===== src/rtl/seq_restoring_divider_32bit_pkg.sv =====
// Shared definitions for the sequential restoring divider.
//   - DefWidth / DefCntW : default operand width and iteration counter width
//   - div_state_e        : control FSM state encoding (11 is illegal, recovers to idle)
//   - DbzFill            : fill bit of the quotient reported on divide-by-zero (all ones)
package seq_restoring_divider_32bit_pkg;

    localparam int unsigned DefWidth = 32;
    localparam int unsigned DefCntW  = 6;

    typedef enum logic [1:0] {
        StIdle = 2'b00,
        StRun  = 2'b01,
        StDone = 2'b10
    } div_state_e;

    // Replicated across the full quotient width on divide-by-zero.
    localparam logic DbzFill = 1'b1;

endpackage


===== src/rtl/seq_restoring_divider_32bit_div_step_subtractor.sv =====
// One shift-and-subtract step subtractor: diff = a - b = a + ~b + 1, built as a
// ripple of 2-bit carry-lookahead units (the last unit is 1 bit wide for odd widths).
// Ports:
//   a_i      : minuend
//   b_i      : subtrahend
//   diff_o   : a - b modulo 2^Width
//   borrow_o : MSB of diff; set when a < b for the divider's operand ranges
module seq_restoring_divider_32bit_div_step_subtractor #(
    parameter int unsigned Width = 33
) (
    input  logic [Width-1:0] a_i,
    input  logic [Width-1:0] b_i,
    output logic [Width-1:0] diff_o,
    output logic             borrow_o
);

    localparam int unsigned NumUnits = (Width + 1) / 2;

    logic [Width-1:0]    b_inv;
    logic [Width-1:0]    p;
    // The top bit's generate term is never needed: no carry leaves the top unit.
    logic [Width-2:0]    g;
    logic [NumUnits-1:0] carry;

    assign b_inv    = ~b_i;
    assign p        = a_i ^ b_inv;
    assign g        = a_i[Width-2:0] & b_inv[Width-2:0];
    // The +1 of two's complement enters as the carry into the first unit.
    assign carry[0] = 1'b1;

    for (genvar u = 0; u < NumUnits; u++) begin : g_unit
        localparam int unsigned Lo = 2 * u;

        assign diff_o[Lo] = p[Lo] ^ carry[u];

        if (Lo + 1 < Width) begin : g_hi
            logic c_mid;
            assign c_mid          = g[Lo] | (p[Lo] & carry[u]);
            assign diff_o[Lo + 1] = p[Lo + 1] ^ c_mid;

            if (u + 1 < NumUnits) begin : g_cout
                // Lookahead carry-out of the 2-bit group, not rippled through c_mid.
                assign carry[u + 1] = g[Lo + 1]
                                    | (p[Lo + 1] & g[Lo])
                                    | (p[Lo + 1] & p[Lo] & carry[u]);
            end
        end
    end

    assign borrow_o = diff_o[Width-1];

endmodule


===== src/rtl/seq_restoring_divider_32bit.sv =====
// Multi-cycle unsigned restoring divider (one shift-and-subtract step per clock).
// Ports:
//   clk_i         : clock, all state updates on the rising edge
//   rst_i         : synchronous active-high reset, aborts any division in flight
//   start_i       : division request, taken only while ready_o is high
//   dividend_i    : dividend, captured on an accepted start
//   divisor_i     : divisor, captured on an accepted start
//   ready_o       : high in idle and done; a start this cycle is accepted
//   busy_o        : high while iterating
//   done_o        : one-cycle pulse when results become valid
//   quotient_o    : quotient, held until the next done or reset
//   remainder_o   : remainder, held until the next done or reset
//   div_by_zero_o : set with done when the divisor was zero, held with the results
module seq_restoring_divider_32bit
    import seq_restoring_divider_32bit_pkg::*;
#(
    parameter int unsigned Width = DefWidth,
    parameter int unsigned CntW  = DefCntW
) (
    input  logic             clk_i,
    input  logic             rst_i,
    input  logic             start_i,
    input  logic [Width-1:0] dividend_i,
    input  logic [Width-1:0] divisor_i,
    output logic             ready_o,
    output logic             busy_o,
    output logic             done_o,
    output logic [Width-1:0] quotient_o,
    output logic [Width-1:0] remainder_o,
    output logic             div_by_zero_o
);

    div_state_e       state_q;
    logic [CntW-1:0]  count_q;
    logic [Width-1:0] q_q;      // dividend shifting out, quotient shifting in
    logic [Width-1:0] d_q;      // captured divisor
    logic [Width:0]   r_q;      // partial remainder, one spare bit of headroom
    logic [Width-1:0] quot_q;
    logic [Width-1:0] rem_q;
    logic             dbz_q;
    logic             ready_q;
    logic             busy_q;
    logic             done_q;

    logic [Width:0]   shifted_d;
    logic [Width:0]   diff_d;
    logic             borrow_d;
    logic [Width:0]   r_d;
    logic [Width-1:0] q_d;

    // Restoring only ever stores values below the divisor, so the spare MSB stays clear.
    logic unused_r_msb;
    assign unused_r_msb = r_q[Width];

    seq_restoring_divider_32bit_div_step_subtractor #(
        .Width (Width + 1)
    ) u_step_sub (
        .a_i      (shifted_d),
        .b_i      ({1'b0, d_q}),
        .diff_o   (diff_d),
        .borrow_o (borrow_d)
    );

    always_comb begin
        shifted_d = {r_q[Width-1:0], q_q[Width-1]};
        // Keep the difference when it did not go negative, otherwise restore.
        r_d       = borrow_d ? shifted_d : diff_d;
        q_d       = {q_q[Width-2:0], ~borrow_d};
    end

    always_ff @(posedge clk_i) begin
        if (rst_i) begin
            state_q <= StIdle;
            count_q <= '0;
            q_q     <= '0;
            d_q     <= '0;
            r_q     <= '0;
            quot_q  <= '0;
            rem_q   <= '0;
            dbz_q   <= 1'b0;
            ready_q <= 1'b1;
            busy_q  <= 1'b0;
            done_q  <= 1'b0;
        end else begin
            done_q <= 1'b0;
            case (state_q)
                StIdle, StDone: begin
                    if (start_i) begin
                        q_q     <= dividend_i;
                        d_q     <= divisor_i;
                        r_q     <= '0;
                        count_q <= CntW'(Width);
                        if (divisor_i == '0) begin
                            state_q <= StDone;
                            done_q  <= 1'b1;
                            quot_q  <= {Width{DbzFill}};
                            rem_q   <= dividend_i;
                            dbz_q   <= 1'b1;
                            ready_q <= 1'b1;
                            busy_q  <= 1'b0;
                        end else begin
                            state_q <= StRun;
                            dbz_q   <= 1'b0;
                            ready_q <= 1'b0;
                            busy_q  <= 1'b1;
                        end
                    end else begin
                        state_q <= StIdle;
                        ready_q <= 1'b1;
                        busy_q  <= 1'b0;
                    end
                end
                StRun: begin
                    r_q     <= r_d;
                    q_q     <= q_d;
                    count_q <= count_q - CntW'(1);
                    // Final step: publish the results so they are valid in the done cycle.
                    if (count_q == CntW'(1)) begin
                        state_q <= StDone;
                        done_q  <= 1'b1;
                        quot_q  <= q_d;
                        rem_q   <= r_d[Width-1:0];
                        ready_q <= 1'b1;
                        busy_q  <= 1'b0;
                    end
                end
                default: begin
                    state_q <= StIdle;
                    ready_q <= 1'b1;
                    busy_q  <= 1'b0;
                end
            endcase
        end
    end

    assign ready_o       = ready_q;
    assign busy_o        = busy_q;
    assign done_o        = done_q;
    assign quotient_o    = quot_q;
    assign remainder_o   = rem_q;
    assign div_by_zero_o = dbz_q;

endmodule


===== config.mk =====
export PLATFORM = sky130hd
export DESIGN_NAME = seq_restoring_divider_32bit
export DESIGN_NICKNAME = d
export VERILOG_FILES = /design/src/rtl/seq_restoring_divider_32bit_pkg.sv /design/src/rtl/seq_restoring_divider_32bit_div_step_subtractor.sv /design/src/rtl/seq_restoring_divider_32bit.sv
export SDC_FILE = /design/constraint.sdc
export NUM_CORES = 1
export LEC_CHECK = 0
export ABC_AREA = 1
export ABC_CLOCK_PERIOD_IN_PS = 3500
export CORE_UTILIZATION = 49
export CTS_CLUSTER_SIZE = 8
export DETAILED_ROUTE_END_ITERATION = 10
export GPL_TIMING_DRIVEN = 1
export PLACE_DENSITY = 0.86
export SLEW_MARGIN = 10
export SYNTH_ARGS = -nofsm -noshare
export SYNTH_HDL_FRONTEND = slang
export SYNTH_SLANG_ARGS = --single-unit

===== constraint.sdc =====
create_clock -name clk_i -period 3.5 [get_ports clk_i]
set_clock_uncertainty 0.05 [all_clocks]
set_input_delay 0.7 -clock clk_i [delete_from_list [all_inputs] [get_ports clk_i]]
set_output_delay 0.7 -clock clk_i [all_outputs]
set_load 0.1 [all_outputs]

==> metrics.cfg <==
[sta]
fin_ws_ns=-0.351
fmax_mhz=260
min_period_ns=3.85
finalSetupViolCount=66
drv_slew=0
worstMarginPinSlew_ns=1.20
fin_crit_sh_pct=110
whs_ns=0.416
rsz0062_at_grt=true
slew_headroom_pct=19.8
hold_viol_final=0

[pwr]
leakage_nw=5.67
fin_total_pwr_w=0.00601
peakVddDrop_uv=399
powerDensity_nw_per_um2=519

[worst_setup_path]
slowest_stage=dfxtp_2
arrival_ns=4.13
path_delay_family=simple AND/OR/NAND/NOR gates
crit_top_cell=nand2_2
end_kind=flop
slowest_delay_ns=0.38
startpoint_type=flop
path_buf_inv=2
worstPathRequired_ns=3.78
path_max_fanout=8
crit_type=reg2reg

[synthesis]
synthesis.instances=1196
synth_largest_area_cell=dfxtp_1
syn_area_per_cell_um2=7.46
synth_ff_type=dfxtp_1
synth_edf_count=0
yosysUniqueCellTypes=33
yosysWarnings=0
ys_ff_latch=171
syn_area_um2=8920
postSynth.asyncResetShare_pct=0
ys_seq_area_share_pct=38.4
synth_area_leaders=dfxtp_1 (38%), inv_1 (9.5%), nand2_1 (7.9%), a21oi_1 (6.3%), o211ai_1 (5.2%)
synth_top_area_share_pct=38.4
syn_nets=1313

[clocking]
numCtsBuffers=17
cts_hold_buf=0
clock_path_buffers=2
clk_pin_slew_worst_paths_ns=0.06
root_buffer=clkbuf_16
cts_tree=yes
worstSkewPairLatency_ns=0.43
cts.htree.levels=4
cts_sinks=171

[run_status]
outcome=finished, violations left
violations=negative setup slack

[route]
dr.pass1.iters=8
drt_iter0_markers=1052
ant_nets=0
drc=0
wl_um=26700
wl_per_cell_um=16.9
via_per_inst=5.59
vias=8806

[floorplanning]
die_w_um=137
num_io_pins=135
core_um2=17500
initial_core_util_pct=50.9
die_h_um=137
rows=48
die_area_um2=18700

[grt]
grt_pass1_wl_um=37200
antenna_found_initial=0
grt_usage_pct=25.3
grt_pass1_vias=7478
overflow=0
grt_max_degree=97

[run]
drv_cap=0

[cells_and_area]
antenna_cells=0
final_nets=1455
layout_commonest_cell=inv_1
areaGrowthSynthToFinish_pct=29.9
final_cell_mix=inv_1 (220), nand2_1 (180), dfxtp_1 (166)
drive_gt1_share_pct=16.5
stdcell_count=1574

[placement]
gp_congestion=0.837
dp.cells=1517
dp_hpwl_um=15400
place_ws_ns=-0.0840
io_buffers=134

[worst_hold_path]
min_path_type=reg2reg

[cells by family after synthesis]
logic type               count (synthesis)  share of synthesized area [%]
AO/OA/AOI/OAI                          250                           15.9
buffers and inverters                  300                           13.4
flip-flops                             171                           38.4
XOR/XNOR                                16                           1.57
adder cells (fa/ha/maj)                 50                           8.28
AND/OR/NAND/NOR                        409                           22.5
[worst reg2reg max path: cells and delay by family (launching register included)]
kind | cells | cell delay (ns)
buffers and inverters | 2 | 0.34
DFF | 1 | 0.38
and+or+nand+nor | 35 | 2.76
adders and majority gates | 1 | 0.23
[flip-flops by register name, indices dropped and copies added (netlist names), 2 cells and up]
| signal | flops |
|---|---|
| d_q | 32 |
| q_q | 32 |
| quotient_o | 32 |
| r_q | 32 |
| remainder_o | 32 |
| count_q | 6 |
| state_q | 2 |
[synth_stat cells (3+ instances only)]
| master | count |
|---|---|
| clkinv_1 | 3 |
| a211oi_1 | 3 |
| nand2_1 | 187 |
| xnor2_1 | 3 |
| nand3_2 | 21 |
| o211ai_1 | 62 |
| nor4_1 | 8 |
| ha_1 | 35 |
| nand2_2 | 26 |
| dfxtp_1 | 171 |
| buf_4 | 6 |
| buf_2 | 5 |
| nand3_1 | 82 |
| xor2_1 | 13 |
| inv_1 | 225 |
| buf_1 | 3 |
| nor2_1 | 43 |
| clkbuf_1 | 54 |
| nand4_1 | 34 |
| fa_1 | 15 |
| a21oi_1 | 113 |
| o21ai_0 | 68 |
[layout make-up]
type                       count  area [um^2]
inverter                     229          861
sequential                   171         3430
fill                        1379         5950
multi-input combinational    728         4610
timing repair buffer         191         1850
clock inverter                 7         65.1
tap                          225          282
clock buffer                  23          498
[where the power goes]
part / total [W] / switching, W / internal, W
sequential: 0.00218 / 0.0000941 / 0.00209
combinational: 0.00201 / 0.00124 / 0.000773
clock: 0.00182 / 0.000760 / 0.00106
[worst paths after layout]
| check | start | end | slack [ns] | cells after the start |
|---|---|---|---|---|
| min | q_q[13]$_SDFFE_PP0P_ | q_q[13]$_SDFFE_PP0P_ | 0.42 | 2 |
| max | r_q[0]$_SDFFE_PP0P_ | r_q[22]$_SDFFE_PP0P_ | -0.35 | 38 |
| max reg2reg | r_q[0]$_SDFFE_PP0P_ | r_q[22]$_SDFFE_PP0P_ | -0.35 | 38 |
| min reg2reg | q_q[13]$_SDFFE_PP0P_ | q_q[13]$_SDFFE_PP0P_ | 0.42 | 2 |
[what timing repair did]
| action | CTS | global route |
|---|---|---|
| setup endpoints to repair | 65 | 66 |
| gates cloned | 0 | 7 |
| pin swaps | 6 | 47 |
| buffers inserted | 5 | 15 |
| gates resized for setup | 13 | 56 |
[through the flow]
stage          setup TNS (ns)  cell area (um^2)  utilization [%]
4_1_cts                     0             11100             63.2
2_1_floorplan               0              8920                -
5_1_grt                -25.60             11600             66.1
6_report               -15.08             11600             66.1
3_5_place_dp            -1.05             10400             59.5
3_3_place_gp                0             10400             59.5
[routing by layer]
layer  up-vias  track usage [%]  part of all wire, %
met2       513             38.8                   45
met4         0             9.22                  3.7
met5         -                0                    0
met1      4026             35.7                   41
met3        93             4.19                   10
li1       4174                -                    -
No activity file was read; power rests on OpenSTA's default activity.
